==> src/rtl/counter_16x_pkg.sv <==
// Shared 74xx-family chip definitions: direction encoding, width limit and the common bench assert macro.
`ifndef CHIP_ASSERT
`define CHIP_ASSERT(cond, msg) assert (cond) else $error(msg);
`endif

package counter_16x_pkg;
    localparam logic        DIR_UP        = 1'b1;
    localparam logic        DIR_DOWN      = 1'b0;
    localparam int unsigned CNT_MAX_WIDTH = 16;
endpackage

==> src/rtl/counter_16x_tc.sv <==
// Terminal-count detector; flags are qualified by direction so they can feed rco directly.
module counter_16x_tc
    import counter_16x_pkg::*;
#(
    parameter int unsigned WIDTH  = 4,
    parameter int unsigned MODULO = 16
) (
    input  logic [WIDTH-1:0] q,
    input  logic             up,
    output logic             at_max,
    output logic             at_zero
);
    localparam logic [WIDTH-1:0] MAX_VAL = WIDTH'(MODULO - 1);

    assign at_max  = (up == DIR_UP)   && (q == MAX_VAL);
    assign at_zero = (up == DIR_DOWN) && (q == '0);
endmodule

==> src/rtl/counter_16x.sv <==
// Parametrised 74x160/161/163/169-style counter with sync clear/load, P/T enables and ripple carry.
// Optional macro COUNTER_16X_OE_EN adds an active-low output enable (oe_n) that tri-states q.
module counter_16x
    import counter_16x_pkg::*;
#(
    parameter int unsigned WIDTH  = 4,
    parameter int unsigned MODULO = 16
) (
    input  logic             clk,
    input  logic             reset_n,
    input  logic             load_n,
    input  logic             enp,
    input  logic             ent,
    input  logic             up,
    input  logic [WIDTH-1:0] d,
`ifdef COUNTER_16X_OE_EN
    input  logic             oe_n,
`endif
    output logic [WIDTH-1:0] q,
    output logic             rco
);
    localparam logic [WIDTH-1:0] MAX_VAL = WIDTH'(MODULO - 1);

    if (WIDTH < 1 || WIDTH > CNT_MAX_WIDTH || MODULO < 2 || MODULO > (32'd1 << WIDTH)) begin : g_bad_cfg
        $error("counter_16x: MODULO must be in 2..2^WIDTH and WIDTH in 1..16");
    end

    logic [WIDTH-1:0] q_q;
    logic [WIDTH-1:0] q_d;
    logic             at_max;
    logic             at_zero;
    logic             over;

    counter_16x_tc #(
        .WIDTH  (WIDTH),
        .MODULO (MODULO)
    ) u_tc (
        .q       (q_q),
        .up      (up),
        .at_max  (at_max),
        .at_zero (at_zero)
    );

    // Out-of-range values (only reachable by load) wrap like terminal count.
    assign over = (32'(q_q) >= MODULO);

    always_comb begin
        q_d = q_q;
        if (!load_n) begin
            q_d = d;
        end else if (enp && ent) begin
            if (up == DIR_UP) begin
                q_d = (at_max || over) ? '0 : q_q + 1'b1;
            end else begin
                q_d = (at_zero || over) ? MAX_VAL : q_q - 1'b1;
            end
        end
    end

    always_ff @(posedge clk) begin
        if (!reset_n) begin
            q_q <= '0;
        end else begin
            q_q <= q_d;
        end
    end

    assign rco = ent & (at_max | at_zero);

`ifdef COUNTER_16X_OE_EN
    assign q = oe_n ? 'z : q_q;
`else
    assign q = q_q;
`endif
endmodule

==> config.mk <==
export PLATFORM = sky130hd
export DESIGN_NAME = counter_16x
export DESIGN_NICKNAME = d
export VERILOG_FILES = /design/src/rtl/counter_16x_pkg.sv /design/src/rtl/counter_16x_tc.sv /design/src/rtl/counter_16x.sv
export SDC_FILE = /design/constraint.sdc
export NUM_CORES = 1
export LEC_CHECK = 0
export BUFFER_PORTS_ARGS = -buffer_cell sky130_fd_sc_hd__clkbuf_2
export CORE_MARGIN = 2
export CORE_UTILIZATION = 27
export CTS_CLUSTER_SIZE = 20
export DETAILED_ROUTE_END_ITERATION = 7
export HOLD_SLACK_MARGIN = 0.05
export PLACE_DENSITY_LB_ADDON = 0.1
export SLEW_MARGIN = 20
export SYNTH_ARGS = -nofsm -noshare
export SYNTH_HDL_FRONTEND = slang
export SYNTH_SLANG_ARGS = --single-unit
==> constraint.sdc <==
create_clock -name clk -period 2.1 [get_ports clk]
set_clock_uncertainty 0.05 [all_clocks]
set_input_delay 0.42 -clock clk [delete_from_list [all_inputs] [get_ports clk]]
set_output_delay 0.42 -clock clk [all_outputs]
set_load 0.02 [all_outputs]
==> flow_metrics.env <==
export IMPL_status="finished clean"
export IMPL_dieWidth_um=42.0
export IMPL_clock_latency_ns=0.23
export IMPL_post_cts_repair_setup_buffers=0
export IMPL_drive_above_1_share_pct=40.6
export IMPL_ir_worst_vdd_uv=259
export IMPL_gr_max_usage_layer="met2"
export IMPL_reg2reg_slack_ns=0.65
export IMPL_worstSetupPathType="flop to primary output"
export IMPL_cap_violations=0
export IMPL_synth_edff_count=0
export IMPL_cp_cell_sequence="inv_2, ha_2, or4b_4, a21boi_2, buf_4"
export IMPL_clock_sinks=4
export IMPL_grt_max_degree=13
export IMPL_max_freq_mhz=497
export IMPL_setup_viol=0
export IMPL_initial_utilization_pct=29.3
export IMPL_min_period_ns=2.01
export IMPL_crit_path_end_kind="primary output"
export IMPL_final_setup_tns_ns=0
export IMPL_cp_start_kind="flop"
export IMPL_area_growth_syn_to_layout_pct=32.4
export IMPL_ys_flop_type="dfxtp_1"
export IMPL_crit_start="q[0]"
export IMPL_grt_pass1_wl_um=1590
export IMPL_syn_nets=64
export IMPL_p_sw_mw=0.0937
export IMPL_gp_congestion=0.733
export IMPL_critPathMaxStageDelay_ns=0.47
export IMPL_synth_area_leaders="dfxtp_1 (21%), ha_1 (9.6%), a21oi_1 (6.4%)"
export IMPL_async_flop_share_pct=0
export IMPL_gr_total_overflow=0
export IMPL_vias_per_cell=4.81
export IMPL_wire_per_inst_um=11.3
export IMPL_post_synth_cell_area_avg_um2=7.65
export IMPL_path_max_fanout=4
export IMPL_antenna_cells=0
export IMPL_use_met3_pct=4.74
export IMPL_crit_arrival_ns=1.54
export IMPL_setup_worst_path_end="rco"
export IMPL_dp_final_hpwl_um=756
export IMPL_rows=13
export IMPL_multi_input_area_um2=285
export IMPL_drc=0
export IMPL_synth_top_cell_area_share_pct=20.5
export IMPL_period_share_pct=95.7
export IMPL_antenna_found_initial=0
export IMPL_wirelength_um=945
export IMPL_grt_use_met1_pct=15.6
export IMPL_seqCellArea_um2=80.1
export IMPL_met2_usage_pct=17.5
export IMPL_coreArea_um2=1330
export IMPL_first_pass_iters=4
export IMPL_htree_levels=1
export IMPL_tritoncts="done"
export IMPL_tightest_slew_ns=0.275
export IMPL_fill_cells=146
export IMPL_synthesis_area_um2=390
export IMPL_switching_share_pct=32.4
export IMPL_p_comb_share_pct=36.7
export IMPL_p_per_area_nw_per_um2=560
export IMPL_stdcell_count=84
export IMPL_ios=15
export IMPL_synthCells=51
export IMPL_yosys_top_cells_count="a21oi_1 (5), o21ai_0 (5), dfxtp_1 (4), nand2_1 (4), nand3_1 (4)"
export IMPL_p_leak_nw=0.238
export IMPL_synth_area_leader_cell="dfxtp_1"
export IMPL_drt_iter0_drc=10
export IMPL_die_area_um2=1770
export IMPL_clk_pin_slew_ns=0.04
export IMPL_max_clock_path_buffers=2
export IMPL_portBuffers=14
export IMPL_nets=84
export IMPL_holdWs_ns=0.371
export IMPL_yosys_warnings=0
export IMPL_timing_rr_start="q[0]"
export IMPL_hold_buffers=0
export IMPL_ys_types=27
export IMPL_pwr_share_seq_pct=31.2
export IMPL_largest_register_ff_count=4
export IMPL_grt_pass1_vias=381
export IMPL_cp_slowest_cell="or4b_4"
export IMPL_ff2ff_path_depth=6
export IMPL_cts_buffers=3
export IMPL_hold_viol_final=0
export IMPL_vias=404
export IMPL_ys_seq_area_share_pct=20.5
export IMPL_crit_required_ns=1.63
export IMPL_grt_use_total_pct=11.8
export IMPL_p_int_mw=0.196
export IMPL_cts_root_buf="clkbuf_4"
export IMPL_p_clk_share_pct=32.1
export IMPL_die_height_um=42.0
export IMPL_relSlewSlack_pct=81.6
export IMPL_ant_nets=0
export IMPL_hold_class="input pin to flop"
export IMPL_synth_seq_cells=4
export IMPL_fin_total_pwr_mw=0.289
export IMPL_reg2reg_to="q[0]"
export IMPL_report_final_slew_viol_count=0
export IMPL_dp_cells=81
-- placed cells by master, fill, tap and decap left out, types with 3 or more instances in the layout --
cell type,n
nand2_1,4
clkbuf_2,13
dfxtp_1,4
clkbuf_4,3
nand3_1,4
o21ai_0,5
a21oi_1,5
buf_4,4
-- worst min-delay path by stage --
stage	start	end	slack, ns	cells after the start
floorplan	reset_n	q[2]	0.49	2
global placement	q[0]	q[0]	0.58	3
detailed placement	q[0]	q[0]	0.59	3
CTS	d[1]	q[1]	0.37	2
global route	d[1]	q[1]	0.38	2
finish	d[1]	q[1]	0.37	2
-- per-stage QoR --
stage / setup WS (ns) / cell area [um^2] / utilization [%]
floorplan: 0.132 / 390 / -
global placement: 0.250 / 485 / 36.4
detailed placement: 0.238 / 485 / 36.4
CTS: 0.0350 / 508 / 38.1
global route: -0.00110 / 517 / 38.7
finish: 0.0893 / 517 / 38.7
-- worst max-delay path: cells and delay by family (launching register included) --
family | cells | cell delay, ns
compound gates | 1 | 0.12
flops | 1 | 0.31
simple gates | 1 | 0.47
buf+inv | 2 | 0.22
fa+ha+maj | 1 | 0.18
-- routing by layer --
metal	wire, um	vias to the layer above
met1	454	173
li1	-	219
met5	0	-
met4	0	0
met3	69	0
met2	421	12
-- repair_timing --
action / 4_1_cts / 5_1_grt
hold endpoints to repair: 0 / 0
setup endpoints to repair: 0 / 1
resized for setup: 0 / 5
-- area by class of cell --
type                       count  area share [%]
tap                           15            3.63
timing repair buffer          17            18.4
clock buffer                   3            4.36
inverter                       4            2.91
multi-input combinational     41            55.2
sequential                     4            15.5
-- power by group through the flow --
stage / clock (mW) / sequential (mW) / combinational (mW)
after floorplan: 0 / 0.101 / 0.0616
after global placement: 0 / 0.0915 / 0.106
after detailed placement: 0 / 0.0911 / 0.105
after CTS: 0.0947 / 0.0899 / 0.105
after global routing: 0.105 / 0.0915 / 0.118
final: 0.0928 / 0.0902 / 0.106
-- kinds of logic (layout without fill, tap and decap cells) --
group | Yosys count | after routing | synth area share (%)
compound gates | 18 | 18 | 30.4
xor+xnor | 3 | 3 | 6.73
fa+ha+maj | 3 | 3 | 9.62
buf+inv | 6 | 24 | 8.01
flops | 4 | 4 | 20.5
simple gates | 17 | 17 | 24.7
(Power assumes the default switching activity.)
